$ cat src/rtl/frame_buffer_writer.sv
// Write side of the double-buffered frame store: turns accepted (x, y, color) pixels into
// one-cycle M10K write strobes on the back bank and swaps banks on vblank once a frame is full.
module frame_buffer_writer #(
  parameter int H_RES   = 640,
  parameter int V_RES   = 480,
  parameter int ADDR_W  = 19,
  parameter int COLOR_W = 10
) (
  input  logic               clk,
  input  logic               reset,
  input  logic               in_valid,
  output logic               in_ready,
  input  logic [9:0]         in_x,
  input  logic [9:0]         in_y,
  input  logic [COLOR_W-1:0] in_color,
  input  logic               frame_start,
  output logic               wr_en,
  output logic               wr_bank,
  output logic [ADDR_W-1:0]  wr_addr,
  output logic [COLOR_W-1:0] wr_data,
  output logic               front_bank,
  output logic [15:0]        frame_count,
  output logic               oob_err
);

  typedef enum logic {
    S_FILL,
    S_WAIT_SWAP
  } state_t;

  localparam logic [10:0]     LP_H_LIM     = 11'(H_RES);
  localparam logic [10:0]     LP_V_LIM     = 11'(V_RES);
  localparam logic [ADDR_W:0] LP_FRAME_PIX = (ADDR_W+1)'(H_RES * V_RES);
  localparam logic [ADDR_W:0] LP_CNT_ONE   = (ADDR_W+1)'(1);

  state_t               r_state;
  state_t               w_state_nxt;
  logic [ADDR_W:0]      r_pix_cnt;
  logic                 r_front_bank;
  logic [15:0]          r_frame_cnt;
  logic                 r_oob_err;
  logic                 r_vld_p1;
  logic [ADDR_W-1:0]    r_addr_p1;
  logic [COLOR_W-1:0]   r_data_p1;

  logic                 w_in_ready;
  logic                 w_fill;
  logic                 w_accept;
  logic                 w_in_range;
  logic                 w_wr_go;
  logic                 w_oob_go;
  logic [ADDR_W:0]      w_cnt_inc;
  logic                 w_frame_done;
  logic                 w_swap;
  logic [ADDR_W-1:0]    w_addr;

  // Row base y*H_RES as a sum of shifted copies of y, one per set bit of H_RES.
  function automatic logic [ADDR_W-1:0] f_row_base(input logic [9:0] y);
    logic [ADDR_W-1:0] acc;
    acc = '0;
    for (int b = 0; b < 32; b++) begin
      if (((H_RES >> b) & 1) != 0) begin
        acc = acc + (ADDR_W'(y) << b);
      end
    end
    return acc;
  endfunction

  // Accept path is built from the state directly so in_ready never feeds back into itself.
  assign w_fill       = (r_state == S_FILL) && !reset;
  assign w_accept     = in_valid && w_fill;
  assign w_in_range   = ({1'b0, in_x} < LP_H_LIM) && ({1'b0, in_y} < LP_V_LIM);
  assign w_wr_go      = w_accept && w_in_range;
  assign w_oob_go     = w_accept && !w_in_range;
  assign w_cnt_inc    = r_pix_cnt + LP_CNT_ONE;
  assign w_frame_done = w_wr_go && (w_cnt_inc == LP_FRAME_PIX);
  assign w_swap       = (r_state == S_WAIT_SWAP) && frame_start;
  assign w_addr       = f_row_base(in_y) + ADDR_W'(in_x);

  always_ff @(posedge clk) begin
    if (reset) begin
      r_state <= S_FILL;
    end else begin
      r_state <= w_state_nxt;
    end
  end

  always_comb begin
    w_state_nxt = r_state;
    w_in_ready  = 1'b0;
    case (r_state)
      S_FILL: begin
        w_in_ready = !reset;
        if (w_frame_done) begin
          w_state_nxt = S_WAIT_SWAP;
        end
      end
      S_WAIT_SWAP: begin
        if (frame_start) begin
          w_state_nxt = S_FILL;
        end
      end
      default: w_state_nxt = S_FILL;
    endcase
  end

  always_ff @(posedge clk) begin
    if (reset) begin
      r_pix_cnt    <= '0;
      r_front_bank <= 1'b0;
      r_frame_cnt  <= '0;
      r_oob_err    <= 1'b0;
    end else begin
      if (w_swap) begin
        r_pix_cnt    <= '0;
        r_front_bank <= ~r_front_bank;
        r_frame_cnt  <= r_frame_cnt + 16'd1;
      end else if (w_wr_go) begin
        r_pix_cnt <= w_cnt_inc;
      end
      if (w_oob_go) begin
        r_oob_err <= 1'b1;
      end
    end
  end

  // ---- stage p1: registered write strobe, address and data ----
  // Reset clears the data fields too, so a write pending at reset never leaks out.
  always_ff @(posedge clk) begin
    if (reset) begin
      r_vld_p1  <= 1'b0;
      r_addr_p1 <= '0;
      r_data_p1 <= '0;
    end else begin
      r_vld_p1 <= w_wr_go;
      if (w_wr_go) begin
        r_addr_p1 <= w_addr;
        r_data_p1 <= in_color;
      end
    end
  end

  // The last write of a frame precedes the earliest swap, so the live back bank is always correct.
  assign in_ready    = w_in_ready;
  assign wr_en       = r_vld_p1;
  assign wr_addr     = r_addr_p1;
  assign wr_data     = r_data_p1;
  assign wr_bank     = ~r_front_bank;
  assign front_bank  = r_front_bank;
  assign frame_count = r_frame_cnt;
  assign oob_err     = r_oob_err;

endmodule

$ cat config.mk
export PLATFORM = sky130hd
export DESIGN_NAME = frame_buffer_writer
export DESIGN_NICKNAME = d
export VERILOG_FILES = /design/src/rtl/frame_buffer_writer.sv
export SDC_FILE = /design/constraint.sdc
export NUM_CORES = 1
export LEC_CHECK = 0
export BUFFER_PORTS_ARGS = -buffer_cell sky130_fd_sc_hd__buf_2
export CAP_MARGIN = 10
export CORE_MARGIN = 5
export CORE_UTILIZATION = 58
export DETAILED_ROUTE_END_ITERATION = 16
export GPL_TIMING_DRIVEN = 0
export PLACE_DENSITY_LB_ADDON = 0.2
export SLEW_MARGIN = 0
export SYNTH_ARGS = -nofsm -noshare
export SYNTH_HDL_FRONTEND = slang
export SYNTH_SLANG_ARGS = --single-unit
$ cat constraint.sdc
create_clock -name clk -period 3.4 [get_ports clk]
set_input_delay 0.17 -clock clk [delete_from_list [all_inputs] [get_ports clk]]
set_output_delay 0.17 -clock clk [all_outputs]
set_load 0.005 [all_outputs]
# Word-level counts from Yosys, hierarchy flattened
# Index checks and enable logic that the tools add are counted.
# W data, S select, Z words.
# op_classes
addsub	4
magnitude_cmp	2
eq_ne	1
mux	4
bitwise	2
n_reduce_logical	10
# op_table
op	count
$add A20 B1 Y20 const B	1
$eq A20 B19 Y1 const B	1
$add A17 B19 Y19	1
$add A19 B10 Y19	1
$add A16 B1 Y16 const B	1
$lt A10 B10 Y1 const B	1
$lt A10 B9 Y1 const B	1
$logic_and A1 B1 Y1	7
$mux W1	3
$logic_not A1 Y1	2
$not A1 Y1	2
$pmux W1 S2	1
$reduce_or A2 Y1	1
# word_totals
regBits	69
out_inout_bits	50

# Logic depth before layout (Yosys ltp)
# depth
word_depth	7
ltp_mapped	10

# Worst setup path after synthesis
# Ideal clock, no wire load.
# synth_path
path_type	input -> register
from	input port in_x[9]
to	register r_addr_p1[18], in the netlist wr_addr[18]
t_arrival_ns	2.075
t_required_ns	3.275
setup_slack_ns	1.200
stages	10
n_path_buf	0
cell_sequence	inv_1 -> fa_1 -> inv_1 -> ha_1 -> nor2b_1 -> o21ai_1 -> nand2b_1 -> a311o_1 -> and3_1 -> o41a_1
# synth_via
elab_chain_cells	3
elab_cells_between_ends	4
cone_classes	1 x add/sub; 1 x order compare; 2 x reduce/logical
# synth_rtl
element	line_no	text
start: declaration	13	input logic [9:0] in_x,
parallel branches: the longest is 3 deep, another holds $add A19 B10 Y19	n/a	
end signal: assignment	137	r_addr_p1 <= w_addr;
end: declaration	43	logic [ADDR_W-1:0] r_addr_p1;
# Parallel ways; which one is timed is not known.
# A chain may end at the register's enable or synchronous reset.

# Worst setup path in the final report
# layout_path
from	input port in_x[9]
to	register r_addr_p1[17], in the netlist wr_addr[17]
# The elaborated chain is that of the path after synthesis.

==> impl_metrics.yaml <==
route:
  finalWirelength_um: 8670
  remaining_drc_errors: 0
  route.antenna.remaining_nets: 0
  avgViaCountPerCell: 5.51
  drtPass1Iterations: 4
  wl_per_cell_um: 14.4
  route.vias.total: 3309
  drt_first_iter_violations: 142
grt:
  grt_pass1_wl_um: 14400
  maximum_number_of_pins_on_one_net_before_global_route_repair: 14
  number_of_antenna_violations_at_the_first_check_in_global_routing: 0
  via_count_of_the_first_global_routing_pass: 3174
  track_usage_pct: 23.4
  grt.overflow.total: 0
clock_network:
  cts.reportedPaths.clkPinSlew_ns: 0.08
  ctsHtreeMaxLevel: 3
  cts_root_buffer: "sky130_fd_sc_hd__clkbuf_8"
  clkSinkCount: 69
  cts_resized: 0
  post_cts_setup_driven_buffer_insertion_count: 0
  cts_buf_count: 9
  postCtsHoldBufs: 0
  ctsLongestPathBuffers: 2
  tritoncts_clock_tree: "built"
  insertion_delay_ns: 0.34
place:
  place.detailed.hpwl_um: 6400
  pre_cts_ws_ns: 0.897
  gpl_congestion: 0.885
  io_buffers: 83
layout:
  layout-area-overhead-vs-synth_pct: 20.9
  layout_commonest_cell: "sky130_fd_sc_hd__buf_2"
  insertedDiodeCount: 0
  nets: 578
  post_route_cells_drive_above_1_share_pct: 21.1
  final_cell_mix: "sky130_fd_sc_hd__buf_2, sky130_fd_sc_hd__dfxtp_1, sky130_fd_sc_hd__nand2_1, sky130_fd_sc_hd__nor2_1, sky130_fd_sc_hd__a21oi_1"
  layout.filler_cells: 478
critical_path:
  critical-path-top-cell-by-count: "sky130_fd_sc_hd__inv_1"
  critical-path-top-delay-family: "compound AO/OA/AOI/OAI gates"
  worst_r2r_startpoint: "r_pix_cnt[0]"
  cp_num_cells: 11
  worstPathRequired_ns: 3.66
  cp-end-kind: "flop"
  worstSetupStartpoint: "in_x[9]"
  reg2reg_setup_slack_ns: 1.38
  worst_r2r_path_depth: 8
  r2r-end: "r_state"
  cp_max_fo: 2
  setup.worst_path.class: "input port to flop"
  worst_ep_arrival_time_ns: 2.41
  slowest_stage: "sky130_fd_sc_hd__fa_1"
  timing.critical_path.to: "wr_addr[17]"
  cp_num_buf_inv: 3
  cpPeakStageDelay_ns: 0.60
  type_of_origin_of_the_critical_path: "input port"
  crit_path_cell_trace: "buf_2 > inv_1 > fa_1 > inv_1 > ha_1 > a211o_1 > a21oi_1 > o21ai_0 > o22ai_1 > xor2_1 > a211oi_1"
timing:
  min_setup_slack_post_route_ns: 1.25
  finalCriticalPeriod_ns: 2.15
  worstMarginPinSlew_ns: 0.634
  unrepaired_setup_endpoints_after_global_routing: "false"
  max_clock_freq_mhz: 465
  setup-tns-final_ns: 0
  worst_slew_margin_relative_to_its_limit_pct: 57.7
  hold_viol: 0
  final-setup-viol-count: 0
  timing.final.crit_share_pct: 63.2
  drv_slew: 0
  final.setup_skew_ns: 0.00955
  fin_worst_hold_slack_ns: 0.0524
run_status:
  run_status: "complete, no violations"
logic_synthesis:
  postSynthAreaPerCell_um2: 8.29
  synth-async-reset-ratio_pct: 0
  syn_std_cell_area_um2: 3540
  post_synth_inst_count: 427
  ys_seq_elements: 69
  synth_enable_flop_cells: 0
  synth_nets: 484
  synth-main-ff-cell: "sky130_fd_sc_hd__dfxtp_1"
  seq_area_frac_synth_pct: 39.0
  yosysUniqueCellTypes: 51
  yosys_warnings: 0
min_path:
  worstHoldPathType: "input port to flop"
power_and_ir_drop:
  leakage_power_summed_over_all_cells_uw: 0.00181
  power.density_cell_area_nw_per_um2: 420
  peakVddDrop_v: 0.000329
die:
  core_um2: 5920
  io-pin-count: 84
  std_cell_rows: 28
  starting_density_of_the_core_pct: 59.8
  fp.dieH_um: 88.1
  floorplan.die.width_um: 88.1
  die_area_um2: 7770
job:
  maxCapViolations: 0
-- registers in the layout (all words and copies together) (netlist names) --
register	flops
r_state	1
r_pix_cnt	20
frame_count	16
wr_en	1
front_bank	1
oob_err	1
wr_addr	19
wr_data	10
-- worst register-to-register path: cells and delay by family (launching register included) --
| family | cells | cell delay (ns) |
|---|---|---|
| flip-flops | 1 | 0.42 |
| buffers and inverters | 1 | 0.30 |
| AND/OR/NAND/NOR | 4 | 0.61 |
| AO/OA/AOI/OAI | 2 | 0.45 |
| adder cells (fa/ha/maj) | 1 | 0.17 |
-- area by class of cell --
type	instances	area (µm²)	share of cell area, %
well taps	75	93.8	2.19
flip-flops and latches	69	1380	32.3
clock buffers	10	138	3.22
plain buffers	19	87.6	2.05
clock inverters	6	93.8	2.19
repair buffers	83	415	9.70
multi-input cells	323	2010	47.0
inverters	16	60.1	1.40
-- cell usage after synthesis, drive strengths merged, types with 2 or more instances --
cell type	instances	share of area, %
or3	6	1.1
a21oi	34	4.8
nor4	2	0.35
and3	4	0.74
a211o	3	0.78
inv	15	1.6
nand4	13	2.5
xnor2	19	4.7
a311oi	2	0.49
clkbuf	14	1.5
and2	3	0.53
o31ai	2	0.42
nor2	52	5.5
nor2b	4	0.71
and4	7	1.9
xor2	20	4.9
nor3	10	1.4
buf	5	0.99
fa	2	1.1
o21ai	13	1.8
nand3b	4	0.85
a311o	2	0.57
nand2b	2	0.35
a211oi	3	0.64
nand3	13	1.8
a2111oi	2	1.0
nand2	68	7.4
dfxtp	69	39
o21a	2	0.42
ha	21	7.4
-- cells by family after synthesis --
| kind of cell | after synthesis | share of synthesized area, % |
|---|---|---|
| adder cells (fa/ha/maj) | 23 | 8.55 |
| flip-flops | 69 | 39.0 |
| XOR/XNOR | 39 | 9.65 |
| AND/OR/NAND/NOR | 189 | 25.3 |
| AO/OA/AOI/OAI | 72 | 13.3 |
| buffers and inverters | 35 | 4.17 |
-- routing by layer --
layer	GRT usage, %	wire [µm]	up-vias
met1	27.9	3740	1551
met3	6.96	552	15
met5	0	0	-
li1	-	-	1661
met4	8.65	142	0
met2	40.0	4230	82
-- per-stage QoR --
step / util, % / total power, µW / std cells / instance area [µm²]
floorplan: - / 973 / 427 / 3540
global placement: 68.4 / 1040 / 585 / 4050
detailed placement: 68.4 / 1040 / 585 / 4050
CTS: 72.3 / 1810 / 601 / 4280
global route: 72.3 / 1880 / 601 / 4280
finish: 72.3 / 1800 / 601 / 4280
-- power breakdown --
group | total (µW) | leakage, µW | internal, µW | switching, µW
Combinational | 196 | 0.00114 | 86.3 | 110
Clock | 774 | 0.000113 | 438 | 336
Sequential | 829 | 0.000557 | 821 | 7.56
-- worst min-delay path by stage --
stage,from,end,cells past startpoint,slack (ns)
after detailed placement,in_x[6],wr_addr[6],3,0.42
after global routing,in_color[3],wr_data[3],3,0.04
after CTS,in_x[1],wr_addr[1],3,0.04
after floorplan,in_x[0],wr_addr[0],2,0.31
after global placement,in_x[6],wr_addr[6],3,0.41
final,in_x[1],wr_addr[1],3,0.05
Note: power is estimated with default switching activity, not from simulation.
